===== config.mk =====
export PLATFORM = sky130hd
export DESIGN_NAME = fir_coef_loader
export DESIGN_NICKNAME = d
export VERILOG_FILES = /design/src/rtl/fir_coef_loader.sv
export SDC_FILE = /design/constraint.sdc
export NUM_CORES = 1
export LEC_CHECK = 0
export ABC_AREA = 1
export CORE_MARGIN = 10
export CORE_UTILIZATION = 51
export CTS_CLUSTER_SIZE = 16
export DETAILED_ROUTE_END_ITERATION = 10
export PLACE_DENSITY = 0.8
export SLEW_MARGIN = 20
export SYNTH_ARGS = -nofsm -noshare
export SYNTH_HDL_FRONTEND = slang
export SYNTH_SLANG_ARGS = --single-unit

===== constraint.sdc =====
create_clock -name clock -period 2.3 [get_ports clock]
set_clock_uncertainty 0.1 [all_clocks]
set_input_delay 0.46 -clock clock [delete_from_list [all_inputs] [get_ports clock]]
set_output_delay 0.46 -clock clock [all_outputs]
set_load 0.05 [all_outputs]

===== src/rtl/fir_coef_loader.sv =====
// fir_coef_loader: streams a burst of NCOEFS coefficients into coefficient storage via a registered write port
// and keeps a running sum of the burst.
module fir_coef_loader #(
  parameter int WIDTH  = 8,
  parameter int NCOEFS = 300,
  parameter int ADDR_W = $clog2(NCOEFS),
  parameter int SUM_W  = WIDTH + $clog2(NCOEFS)
) (
  input  logic              clock,
  input  logic              nreset,
  input  logic              start,
  input  logic              abort,
  input  logic              in_valid,
  input  logic [WIDTH-1:0]  in_data,
  output logic              in_ready,
  output logic              coef_we,
  output logic [ADDR_W-1:0] coef_addr,
  output logic [WIDTH-1:0]  coef_data,
  output logic              busy,
  output logic              done,
  output logic              aborted,
  output logic [SUM_W-1:0]  coef_sum
);
  typedef enum logic [1:0] {IDLE, LOAD, DONE} state_t;
  state_t state;
  logic [ADDR_W-1:0] cnt;
  logic acc, last;
  assign in_ready = state == LOAD && !abort;
  assign acc = in_valid && in_ready;
  assign last = cnt == ADDR_W'(NCOEFS - 1);
  assign busy = state != IDLE;
  assign done = state == DONE;
  always_ff @(posedge clock)
    if (!nreset) begin
      state <= IDLE;
      cnt <= '0;
      coef_we <= 1'b0;
      coef_addr <= '0;
      coef_data <= '0;
      aborted <= 1'b0;
      coef_sum <= '0;
    end else begin
      coef_we <= acc;
      aborted <= 1'b0;
      if (acc) begin
        coef_addr <= cnt;
        coef_data <= in_data;
        coef_sum <= coef_sum + SUM_W'(in_data);
        cnt <= last ? cnt : cnt + 1'b1;
      end
      // the counter saturates on the final beat; start re-arms it
      case (state)
        IDLE: if (start) begin
          state <= LOAD;
          cnt <= '0;
          coef_sum <= '0;
        end
        LOAD: if (abort) begin
          state <= IDLE;
          aborted <= 1'b1;
        end else if (acc && last) state <= DONE;
        default: state <= IDLE;
      endcase
    end
endmodule


==> load_flow_metrics.sql <==
INSERT INTO impl_metrics (metric_group, metric, value, unit) VALUES
('clock_tree', 'tritoncts', 'built', ''),
('clock_tree', 'path_clk_slew', '90', 'ps'),
('hold_path', 'worst_hold_path_type', 'reg2reg', ''),
('global_routing', 'grt_first_pass_wirelength', '11000', 'um'),
('global_routing', 'grt_max_degree', '19', ''),
('drt', 'ant_nets', '0', ''),
('global_routing', 'grt-ovfl-total', '0', ''),
('layout', 'syn2layout_area_growth', '27.8', '%'),
('layout', 'layout-drive-gt1-share', '8.94', '%'),
('synth', 'synth.avg_cell_area', '6.85', 'um^2'),
('placement', 'io_buffers', '51', ''),
('power_and_ir_drop', 'power_density', '522', 'nW/um^2'),
('sta', 'totalNegativeSetupSlack', '0', 'ps'),
('synth', 'muxShareOfSynthArea', '0', '%'),
('sta', 'worst_slew_margin_rel', '65.5', '%'),
('clock_tree', 'clkLatencyLatePin', '290', 'ps'),
('synth', 'synth_top_family_by_area', 'simple AND/OR/NAND/NOR gates', ''),
('worst_setup_path', 'crit_type', 'in2reg', ''),
('synth', 'synth.ff_latch_count', '47', ''),
('worst_setup_path', 'critical_path.cell_chain', 'clkdlybuf4s50_1, ha_1, fa_1, nand2_1, nand2_1, nand3_1, nand2_1, nand3_1, nand2_1, nand2_1, nor2_1', ''),
('worst_setup_path', 'crit_path_max_fanout', '5', ''),
('clock_tree', 'clock_sinks', '47', ''),
('sta', 'final_critical_path_required_period', '2160', 'ps'),
('clock_tree', 'cts-root-to-sink-buffers', '2', ''),
('drt', 'drt_drc_violations_left', '0', ''),
('global_routing', 'antenna_found_initial', '0', ''),
('sta', 'timing.final.crit_share', '93.9', '%'),
('synth', 'synth-simple-area-share', '35.3', '%'),
('power_and_ir_drop', 'ir_drop', '0.436', 'mV'),
('worst_setup_path', 'critical-path-top-delay-family', 'simple AND/OR/NAND/NOR gates', ''),
('layout', 'insertedDiodeCount', '0', ''),
('outcome', 'outcome', 'finished, final reports clean', ''),
('drt', 'routed_wl', '6380', 'um'),
('drt', 'number_of_design_rule_violations_left_by_the_first_detailed_router_iteration', '152', ''),
('synth', 'yosys.area_share.xor_xnor', '1.04', '%'),
('placement', 'gpl.final_weighted_congestion', '0.904', ''),
('worst_setup_path', 'crit_top_cell', 'sky130_fd_sc_hd__nand2_1', ''),
('synth', 'synthesis.nets', '390', ''),
('placement', 'dp_slack', '-111', 'ps'),
('worst_setup_path', 'worst-endpoint-arrival', '2250', 'ps'),
('clock_tree', 'number_of_buffers_created_by_cts', '5', ''),
('worst_setup_path', 'delay_of_the_slowest_critical_path_stage', '430', 'ps'),
('worst_setup_path', 'worst_path_max_delay_cell', 'sky130_fd_sc_hd__clkdlybuf4s50_1', ''),
('layout', 'design.final.nets', '448', ''),
('floorplan', 'boundaryPins', '52', ''),
('drt', 'num_vias', '2508', ''),
('worst_setup_path', 'critical_path.startpoint_type', 'input port', ''),
('worst_setup_path', 'endpoint_kind', 'flip-flop', ''),
('sta', 'timing.fmax', '0.463', 'GHz'),
('clock_tree', 'cts_htree_levels', '2', ''),
('synth', 'synth_compound_area_share', '11.2', '%'),
('sta', 'report.final.slew_viol_count', '0', ''),
('sta', 'holdWs', '370', 'ps'),
('sta', 'grt_setup_unrepaired', 'no', ''),
('floorplan', 'initial_core_utilization', '52.9', '%'),
('clock_tree', 'hold_buffer_count_at_cts', '0', ''),
('synth', 'postSynthCellCount', '367', ''),
('sta', 'timing.final.ws_setup', '139', 'ps'),
('floorplan', 'die_area', '8140', 'um^2'),
('synth', 'synth_sequential_area_ratio', '37.4', '%'),
('global_routing', 'first_global_vias', '2489', ''),
('floorplan', 'die_height', '90.2', 'um'),
('clock_tree', 'clock_tree.root_cell', 'sky130_fd_sc_hd__clkbuf_8', ''),
('floorplan', 'die_width', '90.2', 'um'),
('power_and_ir_drop', 'power.total', '1.68', 'mW'),
('drt', 'first_pass_iters', '4', ''),
('worst_setup_path', 'cp.buffers_inverters', '1', ''),
('floorplan', 'row_count', '25', ''),
('placement', 'detailed_place_hpwl', '4990', 'um'),
('worst_setup_path', 'reg2reg_setup_slack', '440', 'ps'),
('floorplan', 'core', '4750', 'um^2');
[cells in the final DEF (no fill, tap or decap), types with 2 or more instances in the layout]
cell type	count
sky130_fd_sc_hd__nor3_1	3
sky130_fd_sc_hd__dfxtp_1	47
sky130_fd_sc_hd__buf_4	10
sky130_fd_sc_hd__nor2_4	3
sky130_fd_sc_hd__nand2_1	76
sky130_fd_sc_hd__inv_2	4
sky130_fd_sc_hd__nor2_2	2
sky130_fd_sc_hd__o21ai_0	23
sky130_fd_sc_hd__ha_1	9
sky130_fd_sc_hd__clkbuf_8	5
sky130_fd_sc_hd__nand3_2	2
sky130_fd_sc_hd__o21ai_1	2
sky130_fd_sc_hd__xor2_1	2
sky130_fd_sc_hd__nand4_1	6
sky130_fd_sc_hd__a21oi_1	21
sky130_fd_sc_hd__clkdlybuf4s50_1	49
sky130_fd_sc_hd__inv_1	41
sky130_fd_sc_hd__nor2_1	70
sky130_fd_sc_hd__nand2_2	5
sky130_fd_sc_hd__nand3_1	29
[layer usage]
| metal | share of wire (%) | track usage [%] |
|---|---|---|
| met5 | 0 | 0 |
| met4 | 1.2 | 3.58 |
| met3 | 5.2 | 4.07 |
| met2 | 51 | 29.2 |
| met1 | 42 | 17.1 |
[path summary, 6_finish.rpt]
path,startpoint,cells after the start,endpoint
worst min-delay path,coef_addr[7],2,coef_addr[7]
worst min register to register,coef_addr[7],2,coef_addr[7]
worst max-delay path,in_data[0],11,coef_sum[16]
worst max register to register,coef_sum[0],10,coef_sum[16]
[tightest hold or removal path, cell delays in order (launching register included)]
cell	delay (ps)
sky130_fd_sc_hd__dfxtp_1	320
sky130_fd_sc_hd__nand2_1	60
sky130_fd_sc_hd__a21oi_1	50
[cells in the mapped netlist]
cell type                   n  area [um^2]
sky130_fd_sc_hd__a211oi_1   1         7.51
sky130_fd_sc_hd__a211oi_2   1         12.5
sky130_fd_sc_hd__a21o_1     1         7.51
sky130_fd_sc_hd__a21oi_1   21          105
sky130_fd_sc_hd__and2_1     1         6.26
sky130_fd_sc_hd__buf_2      1         5.00
sky130_fd_sc_hd__buf_4      3         22.5
sky130_fd_sc_hd__buf_6      4         45.0
sky130_fd_sc_hd__clkbuf_1   1         3.75
sky130_fd_sc_hd__dfxtp_1   47          941
sky130_fd_sc_hd__fa_1       1         20.0
sky130_fd_sc_hd__ha_1       9          113
sky130_fd_sc_hd__inv_1     41          154
sky130_fd_sc_hd__inv_2      4         15.0
sky130_fd_sc_hd__nand2_1   76          285
sky130_fd_sc_hd__nand2_2    5         31.3
sky130_fd_sc_hd__nand3_1   29          145
sky130_fd_sc_hd__nand3_2    2         20.0
sky130_fd_sc_hd__nand4_1    6         37.5
sky130_fd_sc_hd__nor2_1    70          263
sky130_fd_sc_hd__nor2_2     2         12.5
sky130_fd_sc_hd__nor2_4     3         33.8
sky130_fd_sc_hd__nor3_1     3         15.0
sky130_fd_sc_hd__nor3_2     1         10.0
sky130_fd_sc_hd__nor3_4     1         16.3
sky130_fd_sc_hd__nor4_1     1         6.26
sky130_fd_sc_hd__o211ai_1   1         7.51
sky130_fd_sc_hd__o21ai_0   23          115
sky130_fd_sc_hd__o21ai_1    2         10.0
sky130_fd_sc_hd__o21bai_1   1         7.51
sky130_fd_sc_hd__o221ai_1   1         8.76
sky130_fd_sc_hd__or2_2      1         6.26
sky130_fd_sc_hd__xnor2_1    1         8.76
sky130_fd_sc_hd__xor2_1     2         17.5
[final cells by class]
class                      instances  area, um^2
clock buffer                       5        68.8
clock inverter                     2        37.5
fill                             430        1540
inverter                          45         169
multi-input combinational        266        1330
sequential                        47         941
tap                               67        83.8
timing repair buffer              60         586
[flip-flops by register name (all words and copies together), names as in the netlist]
name       flops
state          2
aborted        1
coef_sum      17
coef_we        1
cnt            9
coef_addr      9
coef_data      8
[power breakdown]
part	internal, mW	switching [mW]	total, mW
combinational	0.0868	0.156	0.243
clock	0.318	0.274	0.592
sequential	0.830	0.0116	0.842
[stage by stage]
stage          cell area [um^2]  util [%]  cells
2_1_floorplan              2510         -    367
3_3_place_gp               3110      65.4    485
3_5_place_dp               3110      65.4    485
4_1_cts                    3210      67.6    492
5_1_grt                    3210      67.6    492
6_report                   3210      67.6    492
[cell families (layout without fill, tap and decap cells)]
| kind of cell | after synthesis | count (layout) |
|---|---|---|
| XOR/XNOR | 3 | 3 |
| adder cells (fa/ha/maj) | 10 | 10 |
| AND/OR/NAND/NOR | 201 | 201 |
| flip-flops | 47 | 47 |
| AO/OA/AOI/OAI | 52 | 52 |
| buffers and inverters | 54 | 112 |
No activity file was read; power rests on OpenSTA's default activity.
